## config.mk

```make
export PLATFORM = sky130hd
export DESIGN_NAME = bus_arbiter
export DESIGN_NICKNAME = d
export VERILOG_FILES = /design/src/rtl/bus_arbiter.sv
export SDC_FILE = /design/constraint.sdc
export NUM_CORES = 1
export LEC_CHECK = 0
export ABC_AREA = 0
export ABC_CLOCK_PERIOD_IN_PS = 3400
export CAP_MARGIN = 20
export CORE_AREA = 2 2 185 187
export CTS_BUF_LIST = sky130_fd_sc_hd__clkbuf_2
export DETAILED_ROUTE_END_ITERATION = 7
export DIE_AREA = 0 0 187 189
export HOLD_SLACK_MARGIN = 0.15
export PLACE_DENSITY_LB_ADDON = 0.2
export SETUP_SLACK_MARGIN = 0.2
export SYNTH_ARGS = -nofsm -noshare
export SYNTH_HDL_FRONTEND = slang
export SYNTH_SLANG_ARGS = --single-unit
```

## constraint.sdc

```tcl
create_clock -name clk -period 3.4 [get_ports clk]
set_clock_uncertainty 0.2 [all_clocks]
set_input_delay 0.68 -clock clk [delete_from_list [all_inputs] [get_ports clk]]
set_output_delay 0.68 -clock clk [all_outputs]
set_load 0.02 [all_outputs]
```

## src/rtl/bus_arbiter.sv

```systemverilog
// Three-requester arbiter feeding a single downstream bus channel with one
// outstanding transaction; round-robin or fixed-priority grant, writes before reads.
module bus_arbiter #(
  parameter int AW         = 32,
  parameter int DW         = 32,
  parameter int FIXED_PRIO = 0
) (
  input  logic            clk,
  input  logic            resetn,
  input  logic [2:0]      req_rd,
  input  logic [3*AW-1:0] req_rd_addr,
  input  logic [2:0]      req_wr,
  input  logic [11:0]     req_wstrb,
  input  logic [3*AW-1:0] req_wr_addr,
  input  logic [3*DW-1:0] req_wdata,
  output logic [2:0]      req_reload,
  output logic [DW-1:0]   req_rd_data,
  output logic            bus_rd_req,
  output logic [AW-1:0]   bus_rd_addr,
  output logic            bus_wr_req,
  output logic [3:0]      bus_wr_wstrb,
  output logic [AW-1:0]   bus_wr_addr,
  output logic [DW-1:0]   bus_wr_data,
  input  logic            bus_reload,
  input  logic [DW-1:0]   bus_rd_data,
  output logic            fsm_busy
);

  // Handshake: a grant launches one bus request that is held unchanged until
  // bus_reload is seen in BUSY; that same cycle pulses req_reload for the owner.
  typedef enum logic {IDLE = 1'b0, BUSY = 1'b1} state_t;

  state_t      state, state_next;
  logic [1:0]  id;
  logic [1:0]  rr_ptr;
  logic [1:0]  win;
  logic        win_valid;
  logic        win_wr;
  logic [2:0]  cand;
  logic        grant;
  logic        done;

  function automatic logic [1:0] first_of(input logic [2:0] c, input logic [1:0] a,
                                          input logic [1:0] b, input logic [1:0] d);
    if (c[a]) return a;
    else if (c[b]) return b;
    else return d;
  endfunction

  assign cand = req_rd | req_wr;

  always_comb begin
    win_valid = |cand;
    win       = first_of(cand, 2'd0, 2'd1, 2'd2);
    if (FIXED_PRIO == 0) begin
      case (rr_ptr)
        2'd1:    win = first_of(cand, 2'd1, 2'd2, 2'd0);
        2'd2:    win = first_of(cand, 2'd2, 2'd0, 2'd1);
        default: win = first_of(cand, 2'd0, 2'd1, 2'd2);
      endcase
    end
    win_wr = req_wr[win];
  end

  assign grant = (state == IDLE) && win_valid;
  assign done  = (state == BUSY) && bus_reload;

  always_ff @(posedge clk or negedge resetn) begin
    if (!resetn) state <= IDLE;
    else         state <= state_next;
  end

  always_comb begin
    state_next = state;
    case (state)
      IDLE:    if (win_valid)  state_next = BUSY;
      BUSY:    if (bus_reload) state_next = IDLE;
      default: state_next = IDLE;
    endcase
  end

  always_comb begin
    req_reload = 3'b000;
    if (state == BUSY && bus_reload) req_reload[id] = 1'b1;
    req_rd_data = resetn ? bus_rd_data : '0;
    fsm_busy    = (state == BUSY);
  end

  // Bus fields load only on a grant and clear only on completion, so they
  // stay frozen through BUSY regardless of requester activity.
  always_ff @(posedge clk or negedge resetn) begin
    if (!resetn) begin
      id           <= 2'd0;
      rr_ptr       <= 2'd0;
      bus_rd_req   <= 1'b0;
      bus_rd_addr  <= '0;
      bus_wr_req   <= 1'b0;
      bus_wr_wstrb <= 4'b0;
      bus_wr_addr  <= '0;
      bus_wr_data  <= '0;
    end else if (grant) begin
      id <= win;
      if (win_wr) begin
        bus_wr_req   <= 1'b1;
        bus_wr_wstrb <= req_wstrb[int'(win)*4 +: 4];
        bus_wr_addr  <= req_wr_addr[int'(win)*AW +: AW];
        bus_wr_data  <= req_wdata[int'(win)*DW +: DW];
        bus_rd_req   <= 1'b0;
        bus_rd_addr  <= '0;
      end else begin
        bus_rd_req   <= 1'b1;
        bus_rd_addr  <= req_rd_addr[int'(win)*AW +: AW];
        bus_wr_req   <= 1'b0;
        bus_wr_wstrb <= 4'b0;
        bus_wr_addr  <= '0;
        bus_wr_data  <= '0;
      end
    end else if (done) begin
      rr_ptr       <= (id == 2'd2) ? 2'd0 : id + 2'd1;
      bus_rd_req   <= 1'b0;
      bus_rd_addr  <= '0;
      bus_wr_req   <= 1'b0;
      bus_wr_wstrb <= 4'b0;
      bus_wr_addr  <= '0;
      bus_wr_data  <= '0;
    end
  end

endmodule
```

==> flow_summary.toml <==
[synth]
synth.distinct_cells = 46
synth_top_area_frac = 0.334
yosysTopAreaCell = "dfrtp_1"
synth_edf_count = 0
seq_area_frac_synth = 0.334
synthCells = 986
ys_seq_elements = 107
synthArstFlopShare = 1.00
synthesis.nets = 1329
ys.flop_type = "dfrtp_1"
syn_area_per_cell_um2 = 8.14
syn_area_mm2 = 0.00802
synth_area_leaders = "dfrtp_1 33%, o21ai_0 8.0%, o2111ai_1 7.4%"
ys.warnings.count = 0

[worst_hold_path]
hold_start = "bus_wr_addr[11]$_DFFE_PN0P_"
holdPathStages = 2
min_path_type = "reg2reg"

[routing]
drt.antenna.violating_nets = 0
drt-initial-drc-count = 618
vias = 9881
drt-pass1-iter-count = 5
viasPerCell = 5.32
wire_per_inst_um = 21.8
post-route-drc-count = 0
wl_um = 40500

[critical_path]
path_cells = "nand2_2 -> nor3b_4 -> dlygate4sd2_1"
path_class = "reg2out"
start_kind = "flip-flop"
cp_slowest_stage_delay_ns = 0.52
slowest_stage = "dfrtp_2"
r2r_cells = 9
critPathCaptureType = "primary output"
critPathArrivalTime_ns = 2.07
cp.required_ns = 2.52
cp_max_fo = 6
reg2reg_slack_ns = 0.55
crit_path_start = "fsm_busy$_DFF_PN0_"
rr_startpoint = "rr_ptr[1]$_DFFE_PN0P_"

[floorplan]
start_util = 0.241
io_pins = 479
core_area_mm2 = 0.0333
die_h_um = 189
rows = 67
die_x_um = 187
die-area_mm2 = 0.0353

[clocking]
clock_latency_ns = 0.69
clock_path_buffers = 2
root_buffer = "clkbuf_2"
htree_levels = 3
clock_sinks = 107
postCtsSetupBuffers = 0
clkTransAtPathRegs_ns = 0.36
cts_tree = "yes"
numCtsBuffers = 9

[timing]
finalMaxSlewViolations = 0
rsz0062_at_grt = "false"
relSlewSlack = 0.306
finalCritPeriodShare = 0.868
whs_ns = 0.325
fmaxAchievable_mhz = 339
worstMarginPinSlew_ns = 1.04
fin_crit_ns = 2.95
finalSetupViolations = 0
hold_viol = 0

[layout]
area_delta_synth_final_pct = 70.2
nets = 1738
design_area_mm2 = 0.0137
seqCellArea_mm2 = 0.00268
layout_commonest_cell = "clkdlybuf4s50_1"
drive_above_1_share = 0.0829
final_cell_mix = "442 x clkdlybuf4s50_1, 128 x o21ai_0, 106 x dfrtp_1, 105 x nand2_1, 71 x a22oi_1"
fillers = 3383
instances_no_fill = 1856
multi_input_area_mm2 = 0.00489

[global_routing]
antenna_found_initial = 8
grt_pass1_wl_um = 60300
globalRouteMet3Util = 0.0701
top_usage_layer = "met2"
met2_usage = 0.385
gr-total-overflow = 0
grt_pass1_vias = 9836
grt_use_total = 0.221
use_met1 = 0.250
grt_max_degree = 76

[power_and_ir_drop]
p_per_area_mw_per_mm2 = 553
power_mw = 7.55
p_leak_nw = 5.37
ir_drop_mv = 0.432

[place]
place_hpwl_um = 29400
dp.cells = 1830
place_congestion = 0.826
placed_area_mm2 = 0.0134
portBuffers = 478

[outcome]
status = "finished, final reports clean"

[job]
maxCapViolCount = 0
-- synth_stat cells, types with 5 or more instances --
master and instances:
a21boi_0 64, a22oi_1 71, a22oi_2 29, and2_1 32, and3_1 32, buf_2 16
clkbuf_1 105, dfrtp_1 107, nand2_1 107, nand3_1 68, nor2_1 5, o2111ai_1 68
o211ai_1 69, o21ai_0 128, o21ai_1 41
-- metrics by stage --
stage | utilization | TNS (ns) | setup slack, ns
after floorplan | - | 0 | 0.795
after global placement | 0.402 | -0.0446 | -0.0446
after detailed placement | 0.402 | -0.0324 | -0.0324
after CTS | 0.407 | 0 | 0.0538
after global routing | 0.410 | 0 | 0.275
final | 0.410 | 0 | 0.450
-- layer usage --
layer  vias up  wire [µm]
li1       4594          -
met1      4733      15600
met2       485      19800
met3        67       3720
met4         2       1360
met5         -         10
-- registers in the layout (all words and copies together) (netlist names) --
signal        flops
bus_rd_req        1
id                2
rr_ptr            2
bus_wr_req        1
bus_wr_data      32
bus_wr_wstrb      4
fsm_busy          1
bus_wr_addr      32
bus_rd_addr      32
-- worst max-delay path: cells and delay by family (launching register included) --
| kind | cells | cell delay [ns] |
|---|---|---|
| flops | 1 | 0.52 |
| simple gates | 2 | 0.47 |
| buf+inv | 1 | 0.38 |
-- cell type report --
| type | count | share of cell area |
|---|---|---|
| repair buffers | 527 | 0.395 |
| multi-input cells | 747 | 0.358 |
| diodes | 8 | 0.00147 |
| clock buffers | 10 | 0.00367 |
| inverters | 3 | 0.00101 |
| well taps | 448 | 0.0411 |
| clock inverters | 6 | 0.00348 |
| flip-flops and latches | 107 | 0.196 |
-- where the power goes --
part           switching (mW)  total, mW  internal (mW)
sequential              0.213       1.82           1.60
combinational            3.03       5.12           2.09
clock                   0.510      0.614          0.103
-- path summary, 6_finish.rpt --
kind | to
max in group asynchronous | fsm_busy$_DFF_PN0_
worst min-delay path | bus_wr_addr[11]$_DFFE_PN0P_
worst max-delay path | req_reload[1]
worst max register to register | bus_wr_data[3]$_DFFE_PN0P_
worst min register to register | bus_wr_addr[11]$_DFFE_PN0P_
min in group asynchronous | bus_wr_addr[23]$_DFFE_PN0P_
-- what timing repair did --
item                                    CTS  global route
gates cloned                              0             0
pin swaps                                 0             0
endpoints found under the setup margin    3            34
hold buffers                              2             0
endpoints found under the hold margin    38             0
gates resized for setup                   7            37
-- cell families after synthesis --
logic type,share of synthesized area
AO/OA/AOI/OAI,0.431
AND/OR/NAND/NOR,0.164
buffers and inverters,0.0680
flip-flops,0.334
adder cells (fa/ha/maj),0.00312
Note: power is estimated with default switching activity, not from simulation.
